`src/rtl/egg_timer_pkg.sv`:
```
// Shared definitions for the egg timer controller.
// Holds the state width and the state encodings used by the sequencer,
// so the HEX debug display and any other consumer decode the same values.
package egg_timer_pkg;

  localparam int STATE_W = 3;

  typedef enum logic [STATE_W-1:0] {
    S_SET_SEC = 3'd0,
    S_SET_MIN = 3'd1,
    S_READY   = 3'd2,
    S_RUN     = 3'd3,
    S_PAUSE   = 3'd4,
    S_ALARM   = 3'd5
  } state_t;

endpackage

```
`src/rtl/key_press_detect.sv`:
```
// Key press detector for one raw, active-low board key.
// Synchronises the key with two flops, then only accepts a new level once
// the synchronised key has held it for DEBOUNCE_CYC consecutive cycles.
// Accepting a low level after an accepted high produces a one-cycle pulse,
// so a held key yields exactly one press.
// Ports:
//   clk      system clock
//   reset    synchronous active-high reset (key treated as released)
//   i_key_n  raw key, active low, asynchronous to clk
//   o_press  one-cycle press pulse
module key_press_detect #(
  parameter int DEBOUNCE_CYC = 500000
) (
  input  logic clk,
  input  logic reset,
  input  logic i_key_n,
  output logic o_press
);

  localparam int CNT_W = (DEBOUNCE_CYC > 1) ? $clog2(DEBOUNCE_CYC) : 1;
  localparam logic [CNT_W-1:0] CNT_LAST = CNT_W'(DEBOUNCE_CYC - 1);

  logic             r_sync1;
  logic             r_sync2;
  logic             r_stable;
  logic             r_pulse;
  logic [CNT_W-1:0] r_cnt;

  // Synchroniser and debounce. The counter tracks how long the synchronised
  // key has disagreed with the accepted level; any agreement (a bounce back)
  // restarts it. When it has disagreed for DEBOUNCE_CYC cycles the new level
  // is accepted, and a press is flagged if that new level is low.
  always_ff @(posedge clk) begin
    if (reset) begin
      r_sync1  <= 1'b1;
      r_sync2  <= 1'b1;
      r_stable <= 1'b1;
      r_cnt    <= '0;
      r_pulse  <= 1'b0;
    end else begin
      r_sync1 <= i_key_n;
      r_sync2 <= r_sync1;
      r_pulse <= 1'b0;
      if (r_sync2 != r_stable) begin
        if (r_cnt == CNT_LAST) begin
          r_stable <= r_sync2;
          r_cnt    <= '0;
          r_pulse  <= ~r_sync2;
        end else begin
          r_cnt <= r_cnt + CNT_W'(1);
        end
      end else begin
        r_cnt <= '0;
      end
    end
  end

  assign o_press = r_pulse;

endmodule

```
`src/rtl/egg_timer_sequencer.sv`:
```
// Central controller for the egg timer datapath.
// Debounces the Set and Start/Stop keys, sequences switch capture
// (seconds, then minutes), countdown, pause and alarm, and generates the
// 1 Hz decrement strobe and the alarm LED flash phase.
// Ports:
//   clk, reset     system clock, synchronous active-high reset
//   set_n          raw Set key, active low
//   start_stop_n   raw Start/Stop key, active low
//   time_zero      datapath reports MM:SS == 00:00
//   sw_sec_en      capture switches into seconds (SET_SEC)
//   sw_min_en      capture switches into minutes (SET_MIN)
//   dec_pulse      registered one-cycle decrement strobe
//   in_run         high in RUN
//   flash_en       high in ALARM
//   led_phase      alarm LED pattern phase
//   state          current state encoding for debug / HEX display
module egg_timer_sequencer
  import egg_timer_pkg::*;
#(
  parameter int TICK_DIV     = 50000000,
  parameter int FLASH_DIV    = 12500000,
  parameter int DEBOUNCE_CYC = 500000,
  parameter int ALARM_SECS   = 30
) (
  input  logic               clk,
  input  logic               reset,
  input  logic               set_n,
  input  logic               start_stop_n,
  input  logic               time_zero,
  output logic               sw_sec_en,
  output logic               sw_min_en,
  output logic               dec_pulse,
  output logic               in_run,
  output logic               flash_en,
  output logic               led_phase,
  output logic [STATE_W-1:0] state
);

  localparam int TICK_W  = (TICK_DIV > 1) ? $clog2(TICK_DIV) : 1;
  localparam int FLASH_W = (FLASH_DIV > 1) ? $clog2(FLASH_DIV) : 1;
  localparam int SEC_W   = $clog2(ALARM_SECS + 1);

  state_t             r_state;
  state_t             w_next;
  logic [TICK_W-1:0]  r_tick;
  logic [FLASH_W-1:0] r_flash;
  logic [SEC_W-1:0]   r_secs;
  logic               r_led;
  logic               r_dec;
  logic               w_set_press;
  logic               w_start_press;
  logic               w_tick_tc;
  logic               w_flash_tc;
  logic               w_alarm_done;

  key_press_detect #(.DEBOUNCE_CYC(DEBOUNCE_CYC)) u_set_key (
    .clk     (clk),
    .reset   (reset),
    .i_key_n (set_n),
    .o_press (w_set_press)
  );

  key_press_detect #(.DEBOUNCE_CYC(DEBOUNCE_CYC)) u_start_key (
    .clk     (clk),
    .reset   (reset),
    .i_key_n (start_stop_n),
    .o_press (w_start_press)
  );

  assign w_tick_tc    = (r_tick == TICK_W'(TICK_DIV - 1));
  assign w_flash_tc   = (r_flash == FLASH_W'(FLASH_DIV - 1));
  // The alarm ends on the terminal tick that completes the last second.
  assign w_alarm_done = w_tick_tc && (r_secs == SEC_W'(ALARM_SECS - 1));

  // State register.
  always_ff @(posedge clk) begin
    if (reset) begin
      r_state <= S_SET_SEC;
    end else begin
      r_state <= w_next;
    end
  end

  // Next-state logic and Moore output decode. Set wins over Start wherever
  // both are legal. In RUN the terminal tick is resolved first, so a
  // zero-time terminal goes to ALARM even if Start lands in the same cycle.
  always_comb begin
    w_next    = r_state;
    sw_sec_en = 1'b0;
    sw_min_en = 1'b0;
    in_run    = 1'b0;
    flash_en  = 1'b0;
    case (r_state)
      S_SET_SEC: begin
        sw_sec_en = 1'b1;
        if (w_set_press) w_next = S_SET_MIN;
      end
      S_SET_MIN: begin
        sw_min_en = 1'b1;
        if (w_set_press) w_next = S_READY;
      end
      S_READY: begin
        if (w_set_press)                     w_next = S_SET_SEC;
        else if (w_start_press && !time_zero) w_next = S_RUN;
      end
      S_RUN: begin
        in_run = 1'b1;
        if (w_tick_tc && time_zero) w_next = S_ALARM;
        else if (w_start_press)     w_next = S_PAUSE;
      end
      S_PAUSE: begin
        if (w_set_press)        w_next = S_SET_SEC;
        else if (w_start_press) w_next = S_RUN;
      end
      S_ALARM: begin
        flash_en = 1'b1;
        if (w_set_press || w_start_press || w_alarm_done) w_next = S_SET_SEC;
      end
      default: w_next = S_SET_SEC;
    endcase
  end

  // Tick, flash and alarm-second counters plus the registered strobes.
  // The tick counter runs in RUN and ALARM, holds in PAUSE so a resume
  // finishes the partial second, and is clear elsewhere; it is therefore
  // already zero when READY hands over to RUN. Entering ALARM happens on a
  // terminal tick, so alarm seconds are aligned to the alarm entry.
  always_ff @(posedge clk) begin
    if (reset) begin
      r_tick  <= '0;
      r_flash <= '0;
      r_secs  <= '0;
      r_led   <= 1'b0;
      r_dec   <= 1'b0;
    end else begin
      r_dec <= 1'b0;
      case (r_state)
        S_RUN: begin
          r_tick  <= w_tick_tc ? '0 : r_tick + TICK_W'(1);
          r_flash <= '0;
          r_secs  <= '0;
          r_led   <= 1'b0;
          r_dec   <= w_tick_tc && !time_zero;
        end
        S_PAUSE: begin
          r_flash <= '0;
          r_secs  <= '0;
          r_led   <= 1'b0;
        end
        S_ALARM: begin
          if (w_next != S_ALARM) begin
            r_tick  <= '0;
            r_flash <= '0;
            r_secs  <= '0;
            r_led   <= 1'b0;
          end else begin
            r_tick  <= w_tick_tc ? '0 : r_tick + TICK_W'(1);
            r_flash <= w_flash_tc ? '0 : r_flash + FLASH_W'(1);
            if (w_flash_tc) r_led <= ~r_led;
            if (w_tick_tc) r_secs <= r_secs + SEC_W'(1);
          end
        end
        default: begin
          r_tick  <= '0;
          r_flash <= '0;
          r_secs  <= '0;
          r_led   <= 1'b0;
        end
      endcase
    end
  end

  assign dec_pulse = r_dec;
  assign led_phase = r_led;
  assign state     = r_state;

endmodule

```
`config.mk`:
```
export PLATFORM = sky130hd
export DESIGN_NAME = egg_timer_sequencer
export DESIGN_NICKNAME = d
export VERILOG_FILES = /design/src/rtl/egg_timer_pkg.sv /design/src/rtl/key_press_detect.sv /design/src/rtl/egg_timer_sequencer.sv
export SDC_FILE = /design/constraint.sdc
export NUM_CORES = 1
export LEC_CHECK = 0
export BUFFER_PORTS_ARGS = -buffer_cell sky130_fd_sc_hd__clkbuf_2
export CAP_MARGIN = 20
export CORE_ASPECT_RATIO = 1.1
export CORE_MARGIN = 3
export CORE_UTILIZATION = 60
export DETAILED_ROUTE_END_ITERATION = 10
export GPL_TIMING_DRIVEN = 0
export PLACE_DENSITY = 0.77
export SYNTH_ARGS = -nofsm -noshare
export SYNTH_HDL_FRONTEND = slang
export SYNTH_HIERARCHICAL = 1
export SYNTH_SLANG_ARGS = --single-unit
```
`constraint.sdc`:
```
create_clock -name clk -period 4.05 [get_ports clk]
set_input_delay 0.2025 -clock clk [delete_from_list [all_inputs] [get_ports clk]]
set_output_delay 0.2025 -clock clk [all_outputs]
set_load 0.05 [all_outputs]
```
==> results.json, run 1 <==
{
  "cellPowerDensity_nw_per_um2": 308.2,
  "fmax_mhz": 455.0,
  "finalCritPeriodShare_pct": 54.27,
  "viasPerCell": 5.766,
  "via_count": 4238,
  "area_delta_synth_final_pct": 7.672,
  "pre_cts_slack_ns": 1.871,
  "routed_wirelength_mm": 10.20,
  "cts_resized": 0,
  "tns_ns": 0,
  "hold_buffers": 0,
  "first_pass_iters": 4,
  "die_x_microns": 94.23,
  "crit_fanout": 10,
  "synth.distinct_cells": 62,
  "grt_usage_pct": 22.33,
  "core_sq_um": 8125,
  "ir_drop_v": 0.0002435,
  "dieArea_sq_um": 9710,
  "worst_pin_slew_ns": 0.7688,
  "ys_seq_area_share_pct": 41.31,
  "cp.arrival_ns": 2.46,
  "clkTransAtPathRegs_ns": 0.11,
  "grt_first_pass_wirelength_mm": 17.68,
  "cp_slowest_stage_delay_ns": 0.41,
  "setup_ws_ns": 1.852,
  "critPathKind": "reg -> reg",
  "cp_slowest_cell": "dfxtp_1",
  "synth_area_per_cell_sq_um": 8.591,
  "drtIter0Drc": 174,
  "fin_skew_ns": 0.01328,
  "yosys.area.top_type": "dfxtp_1",
  "synth_area_leaders": "dfxtp_1, nor2_1, xnor2_1, xor2_1, nand3_1",
  "cts_num_sinks": 106,
  "ys_ff_latch": 106,
  "syn-cell-area_sq_um": 5137,
  "synthFlopType": "dfxtp_1",
  "synth_edf_count": 0,
  "antenna_found_initial": 0,
  "globalplace.congestion": 0.8798,
  "slew_violations": 0,
  "wl_per_cell_microns": 13.88,
  "grt_start_max_net_pins": 21,
  "ant_nets": 0,
  "cap_viol_max_count": 0,
  "cts_setup_buffers": 0,
  "setup_violations": 0,
  "final_layout_size_suffix_gt1_share_pct": 10.85,
  "end_kind": "register",
  "finalHoldWorstSlack_ns": 0.01512,
  "cp_top_family": "simple AND/OR/NAND/NOR gates",
  "layout_commonest_cell": "dfxtp_1",
  "cp-start-kind": "register",
  "min_path_type": "in -> reg",
  "ios": 14,
  "p_leak_nw": 1.709,
  "io_buffers": 13,
  "yosys_warnings": 6,
  "cts_buffers": 9,
  "syn-num-nets": 609,
  "crit_chain": "ha_1, and3_1, nand4_1, o21ai_2, or2_1, buf_2, buf_2, nor2_1",
  "cp_common_cell": "buf_2",
  "initial_utilization_pct": 63.23,
  "nNetsFinal": 633,
  "diodes": 0,
  "fillers": 689,
  "mostFrequentLayoutCells": "dfxtp_1, nor2_1, nand2_1, nand3_1, xnor2_1",
  "finalHoldViolations": 0,
  "required_ns": 4.31,
  "chipHeight_microns": 103.1,
  "num_rows": 34,
  "status": "completed",
  "min_period_ns": 2.198,
  "grt_pass1_vias": 3957,
  "clk_latency_ns": 0.37,
  "synth_cells": 598,
  "place_hpwl_mm": 7.266,
  "cts-root-buf": "clkbuf_8",
  "grt_overflow": 0,
  "async_flop_share_pct": 0,
  "rsz0062_at_grt": "false",
  "tritoncts": "done",
  "drc_errors": 0,
  "relSlewSlack_pct": 48.32,
  "cts_max_level": 3,
  "netlist.area_leader.share_pct": 41.31,
  "cp_num_buf_inv": 2,
  "clockBufferDepth": 2
}
==> stage by stage <==
step | util, % | power (mW) | area [sq um] | cells
after detailed placement | 65.69 | 1.094 | 5338 | 719
after global placement | 65.69 | 1.093 | 5338 | 719
after floorplan | - | 1.086 | 5137 | 598
after CTS | 68.08 | 1.723 | 5532 | 735
after global routing | 68.08 | 1.767 | 5532 | 735
final | 68.08 | 1.705 | 5532 | 735
==> report_power, final <==
| group | leakage, nW | total, mW | internal (mW) | switching, mW |
|---|---|---|---|---|
| combinational | 0.758 | 0.0189 | 0.00850 | 0.0104 |
| clock | 0.0959 | 0.635 | 0.242 | 0.393 |
| sequential | 0.855 | 1.05 | 1.05 | 0.00446 |
| total | 1.71 | 1.70 | 1.30 | 0.408 |
==> routing by layer <==
metal  wire, microns  track usage (%)  share of wire, %
met5               0                0                 0
met4             124            8.111               1.2
met3             351            3.577               3.4
met2            4786            37.55                47
met1            4937            29.13                48
==> cells by family after synthesis <==
family / synth area share, %
simple gates: 30.88
flops: 41.31
compound gates: 11.40
xor+xnor: 9.718
buf+inv: 4.847
fa+ha+maj: 1.461
mux: 0.3897
==> path summary, 6_finish.rpt <==
kind | startpoint | endpoint | slack [ns] | depth (start not counted)
max | r_tick[0] | r_flash[18] | 1.85 | 8
min | start_stop_n | u_start_key/r_sync1 | 0.02 | 2
max reg2reg | r_tick[0] | r_flash[18] | 1.85 | 8
min reg2reg | u_set_key/r_sync1 | u_set_key/r_sync2 | 0.41 | 1
==> synthesized netlist by cell type, types with 4 or more instances <==
master and instances:
nand2_1 44, or4_1 6, nand3b_1 4, and2_1 5
xor2_1 28, and3_1 16, buf_4 5, a21oi_1 28
nand4_1 22, and4_1 7, buf_6 5, nor4b_1 5
or2_2 5, or3_1 6, o21ai_0 15, inv_1 24
nor2_1 80, ha_1 6, xnor2_1 29, nand3_1 36
dfxtp_1 106, a31oi_1 15, nor3_1 20, buf_2 6
nand2b_1 5, clkbuf_1 6, or4b_1 4, nor4_1 10
==> flip-flops by register name (all words and copies together) (netlist names), 3 cells and up <==
name,flops
r_secs,5
r_flash,24
state,3
r_tick,26
u_start_key/r_cnt,19
u_set_key/r_cnt,19
==> final cells by class <==
cell class	instances	area, sq um	share of cell area, %
Tap cell	108	135.1	2.443
Inverter	26	102.6	1.855
Sequential cell	106	2122	38.36
Multi-Input combinational cell	444	2766	50.01
Buffer	22	146.4	2.646
Clock buffer	9	123.9	2.239
Timing Repair Buffer	13	65.06	1.176
Clock inverter	7	70.07	1.267
No activity file was read; power rests on OpenSTA's default activity.
==> run 2, diff against run 1 <==
ABC_AREA = 1   (was unset)
clock period = 2.29 ns   (was 4.05 ns; I/O delays follow)
==> results.json, run 2 <==
{
  "cts_max_level": 3,
  "netlist.area_leader.share_pct": 35.56,
  "wl_met3_microns": 437,
  "setup_ws_ns": 0.2801,
  "drc_errors": 0,
  "via_count": 5519,
  "grt_usage_pct": 24.13,
  "min_period_ns": 2.010,
  "mostFrequentLayoutCells": "nand2_1, nor2_1, dfxtp_1, inv_1, nand3_1",
  "core_sq_um": 9537,
  "regArea_sq_um": 2122,
  "critPathKind": "reg -> reg",
  "required_ns": 2.54,
  "antenna_found_initial": 0,
  "tritoncts": "done",
  "synth.distinct_cells": 34,
  "crit_start": "r_tick[0]",
  "initial_utilization_pct": 62.58,
  "clockBufferDepth": 2,
  "dp.cells": 1014,
  "stdcell_area_sq_um": 6431,
  "yosys_warnings": 6,
  "synth_area_leaders": "dfxtp_1, nand2_1, nor2_1, inv_1, nand3_1",
  "area_delta_synth_final_pct": 7.757,
  "cts_buffers": 9,
  "wl_met2_mm": 6.326,
  "cellPowerDensity_nw_per_um2": 481.8,
  "io_buffers": 13,
  "layout_commonest_cell": "nand2_1",
  "async_flop_share_pct": 0,
  "yosys.area.top_type": "dfxtp_1",
  "pwr-share-clk_pct": 39.1,
  "die_x_microns": 101.1,
  "worst_pin_slew_ns": 0.4654,
  "met1Wirelength_mm": 5.666,
  "globalplace.congestion": 0.9499,
  "r2r-start": "r_tick[0]",
  "synth.most_common_cell": "nand2_1",
  "r2r_setup_slack_ns": 0.28,
  "synth_area_per_cell_sq_um": 6.751,
  "critPathCapture": "r_tick[0]",
  "setup_violations": 0,
  "rsz0062_at_grt": "false",
  "relSlewSlack_pct": 68.97,
  "pre_cts_slack_ns": 0.3367,
  "status": "completed",
  "top_regs": "r_tick: 26 flops, r_flash: 24 flops",
  "ys_seq_area_share_pct": 35.56,
  "fin_skew_ns": 0.007931,
  "r2r_cells": 8,
  "fillers": 871,
  "routed_wirelength_mm": 12.79,
  "p_int_mw": 2.387,
  "finalHoldViolations": 0,
  "ir_drop_v": 0.0003387,
  "pwr-share-seq_pct": 59.7,
  "min_path_type": "in -> reg",
  "grt_first_pass_wirelength_mm": 22.51,
  "ant_nets": 0,
  "p_leak_nw": 2.296,
  "instances_no_fill": 1033,
  "cp-start-kind": "register",
  "syn-num-nets": 895,
  "finalCritPeriodShare_pct": 87.77,
  "wl_per_cell_microns": 12.38,
  "top_layer": "met4",
  "synth_edf_count": 0,
  "final_layout_size_suffix_gt1_share_pct": 12.66,
  "synthFlopType": "dfxtp_1",
  "cp.arrival_ns": 2.26,
  "clkTransAtPathRegs_ns": 0.10,
  "ios": 14,
  "fmax_mhz": 497.5,
  "switching_share_pct": 22.96,
  "ys_ff_latch": 106,
  "top_register": "r_tick",
  "nNetsFinal": 922,
  "chipHeight_microns": 110.6,
  "final_util_pct": 67.44,
  "tns_ns": 0,
  "cts_num_sinks": 106,
  "synth_cells": 884,
  "first_pass_iters": 5,
  "grt_pass1_vias": 5222,
  "grt_overflow": 0,
  "cts-root-buf": "clkbuf_8",
  "crit_fanout": 9,
  "largest_register_ffs": 26,
  "finalHoldWorstSlack_ns": 0.1472,
  "synthTopCellsByCount": "nand2_1, nor2_1, dfxtp_1",
  "finalPower_mw": 3.098,
  "clk_latency_ns": 0.38,
  "min_from": "reset",
  "p_comb_share_pct": 1.3,
  "num_rows": 37,
  "placed_cell_area_sq_um": 6192,
  "drtIter0Drc": 272,
  "syn-cell-area_sq_um": 5968,
  "grt_start_max_net_pins": 20,
  "end_kind": "register",
  "power_switching_mw": 0.7115,
  "diodes": 0,
  "viasPerCell": 5.343,
  "multiInputGateArea_sq_um": 3359,
  "dieArea_sq_um": 11180,
  "place_hpwl_mm": 9.763,
  "r2r_end": "r_tick[0]",
  "slew_violations": 0,
  "cap_viol_max_count": 0
}
## run 2: changes by cell type after synthesis, moves of 8 or more
cell	previous run	this run
nand2_1	44	226
inv_2	1	9
a21oi_1	28	48
nand3_1	36	59
inv_1	24	96
nor2_1	80	145
a21oi_2	0	13
nand2_2	0	8
xnor2_1	29	8
o21ai_0	15	7
or2_2	5	15
nor2_2	0	9
a31oi_1	15	0
and3_1	16	0
## run 2: how the worst min path moves through the flow
| stage | cells after the start | end |
|---|---|---|
| global placement | 2 | u_start_key/r_sync1 |
| CTS | 3 | u_set_key/r_stable |
| detailed placement | 2 | u_start_key/r_sync1 |
| global route | 3 | u_set_key/r_stable |
| finish | 3 | u_set_key/r_stable |
| floorplan | 1 | dec_pulse |
## run 2: cells by family after synthesis
logic type / count (synthesis) / synth area share, %
flip-flops: 106 / 35.56
XOR/XNOR: 41 / 6.017
adder cells (fa/ha/maj): 6 / 1.258
AO/OA/AOI/OAI: 70 / 6.834
buffers and inverters: 118 / 8.365
AND/OR/NAND/NOR: 543 / 41.97
## run 2: layer usage
| layer | vias to the layer above | global-route usage [%] |
|---|---|---|
| met5 | - | 0 |
| met4 | 0 | 11.17 |
| met3 | 27 | 2.843 |
| met2 | 110 | 41.75 |
| met1 | 2526 | 29.23 |
| li1 | 2856 | - |
## run 2: area by class of cell
type	instances	area share (%)
clock inverters	7	1.323
flip-flops and latches	106	33.00
plain buffers	12	1.576
well taps	117	2.276
inverters	106	6.187
repair buffers	16	1.479
clock buffers	9	1.926
multi-input cells	660	52.24
## run 2: worst max-delay path: stages (launching register included)
cell     delay [ns]
dfxtp_1        0.42
ha_1           0.23
nand3_2        0.18
nor3_2         0.30
nand2_2        0.17
nand2_4        0.16
inv_1          0.19
nand3_1        0.15
a21oi_1        0.08
## run 2: timing repair
action                    CTS  global route
hold endpoints to repair    3             0
hold buffers                3             0
resized for setup           0             0
buffers inserted            0             0
## run 2: power groups by stage
stage / Sequential (mW) / Combinational [mW] / Clock (mW)
5_1_grt: 1.85 / 0.0448 / 1.31
6_report: 1.85 / 0.0398 / 1.21
3_3_place_gp: 1.89 / 0.0352 / 0
4_1_cts: 1.85 / 0.0403 / 1.24
2_1_floorplan: 1.89 / 0.0221 / 0
3_5_place_dp: 1.89 / 0.0360 / 0
==> run 3, diff against run 2 <==
ABC_AREA = unset   (was 1)
==> results.json, run 3 (same netlist as run 1, synthesis figures left out) <==
{
  "clkTransAtPathRegs_ns": 0.10,
  "final_layout_size_suffix_gt1_share_pct": 11.27,
  "clk_latency_ns": 0.36,
  "end_kind": "register",
  "cp_slowest_stage_delay_ns": 0.43,
  "cp.arrival_ns": 2.43,
  "cts_setup_buffers": 0,
  "cp_top_family": "simple AND/OR/NAND/NOR gates",
  "fmax_mhz": 457.4,
  "crit_fanout": 10,
  "stdcell_area_sq_um": 5599,
  "p_leak_nw": 1.738,
  "top_regs": "r_tick: 26 flops, r_flash: 24 flops",
  "setup_ws_ns": 0.1039,
  "num_rows": 34,
  "cp-start-kind": "register",
  "setup_violations": 0,
  "min_path_type": "in -> reg",
  "grt_start_max_net_pins": 19,
  "grt_pass1_vias": 3961,
  "initial_utilization_pct": 63.23,
  "mostFrequentLayoutCells": "dfxtp_1, nor2_1, nand2_1, nand3_1, xnor2_1",
  "cts_num_sinks": 106,
  "worst_pin_slew_ns": 0.7502,
  "critPathKind": "reg -> reg",
  "diodes": 0,
  "cellPowerDensity_nw_per_um2": 553.5,
  "finalPower_mw": 3.099,
  "grt_usage_pct": 22.39,
  "wl_per_cell_microns": 13.93,
  "min_from": "reset",
  "layout_commonest_cell": "dfxtp_1",
  "dieArea_sq_um": 9710,
  "first_pass_iters": 5,
  "finalHoldViolations": 0,
  "ir_drop_v": 0.0003819,
  "whs_path_depth": 2,
  "cp_num_buf_inv": 2,
  "nNetsFinal": 636,
  "cp_slowest_cell": "nor3_4",
  "placed_cell_area_sq_um": 5343,
  "chipHeight_microns": 103.1,
  "die_x_microns": 94.23,
  "r2r_setup_slack_ns": 0.10,
  "ant_nets": 0,
  "antenna_found_initial": 0,
  "min_period_ns": 2.186,
  "top_register": "r_tick",
  "final_util_pct": 68.91,
  "drc_errors": 0,
  "relSlewSlack_pct": 49.57,
  "drtIter0Drc": 259,
  "ios": 14,
  "r2r-start": "r_tick[0]",
  "cts_max_level": 3,
  "pre_cts_slack_ns": 0.1003,
  "io_buffers": 13,
  "slew_violations": 0,
  "viasPerCell": 5.837,
  "core_sq_um": 8125,
  "status": "completed",
  "largest_register_ffs": 26,
  "required_ns": 2.54,
  "area_delta_synth_final_pct": 8.987,
  "whs_endpoint": "u_set_key/r_sync2",
  "cts_buffers": 9,
  "crit_chain": "ha_1, nand3_1, nor3_4, a211oi_4, buf_4, buf_4, a31oi_1, a21oi_1",
  "clockBufferDepth": 2,
  "finalCritPeriodShare_pct": 95.46,
  "grt_first_pass_wirelength_mm": 17.64,
  "crit_cells": 8,
  "cts-root-buf": "clkbuf_8",
  "cap_viol_max_count": 0,
  "place_hpwl_mm": 7.299,
  "r2r_cells": 8,
  "cp_common_cell": "buf_4",
  "tritoncts": "done",
  "globalplace.congestion": 0.8963,
  "routed_wirelength_mm": 10.28,
  "r2r_end": "r_tick[13]",
  "fin_skew_ns": 0.009688,
  "grt_overflow": 0,
  "via_count": 4308
}
-- run 3: changes by cell type in the layout (fill, tap and decap cells not counted), sizes merged, moves of 16 or more --
cell,previous run,this run
a21oi,61,29
and3,0,16
inv,108,28
nand2,237,44
nand3,65,36
nor2,160,81
xnor2,8,29
-- run 3: how the worst max path moves through the flow --
| stage | start | end |
|---|---|---|
| after floorplan | state[0] | r_tick[24] |
| after global placement | r_tick[0] | r_flash[18] |
| after detailed placement | r_tick[0] | r_flash[6] |
| after CTS | r_tick[0] | r_flash[19] |
| after global routing | r_tick[0] | state[2] |
| final | r_tick[0] | r_tick[13] |
-- run 3: routing by layer --
metal / up-vias / GRT usage [%] / part of all wire, %
li1: 2179 / - / -
met1: 2014 / 28.86 / 47
met2: 105 / 38.21 / 47
met3: 10 / 4.380 / 4.7
met4: 0 / 6.667 / 1.4
met5: - / 0 / 0
-- run 3: worst register-to-register path, stage by stage (launching register included) --
cell and delay [ns]:
dfxtp_1 0.41, ha_1 0.23, nand3_1 0.23, nor3_4 0.44, a211oi_4 0.16, buf_4 0.22, buf_4 0.18, a31oi_1 0.15
a21oi_1 0.06
-- run 3: through the flow --
step,setup TNS [ns],hold WS [ns],cells
after floorplan,0,0.1912,598
after global placement,0,0.2971,719
after detailed placement,0,0.3131,719
after CTS,0,0.1003,738
after global routing,-0.008040,0.1222,738
final,0,0.1070,738
-- run 3: power by group --
part	switching, mW	total, mW	internal, mW	leakage [nW]
registers	0.00798	1.86	1.85	0.855
logic	0.0195	0.0378	0.0183	0.778
clock network	0.654	1.20	0.550	0.105
-- run 3: cell type report --
class	instances	area, sq um
Multi-Input combinational cell	444	2789
Fill cell	692	2526
Sequential cell	106	2122
Buffer	22	146.4
Clock buffer	10	137.6
Tap cell	108	135.1
Inverter	26	102.6
Timing Repair Buffer	16	95.09
Clock inverter	6	71.32
-- run 3: timing repair --
item | 4_1_cts | 5_1_grt
hold buffers | 3 | 0
endpoints found under the setup margin | 0 | 32
hold endpoints to repair | 3 | 0
gates resized for setup | 0 | 3
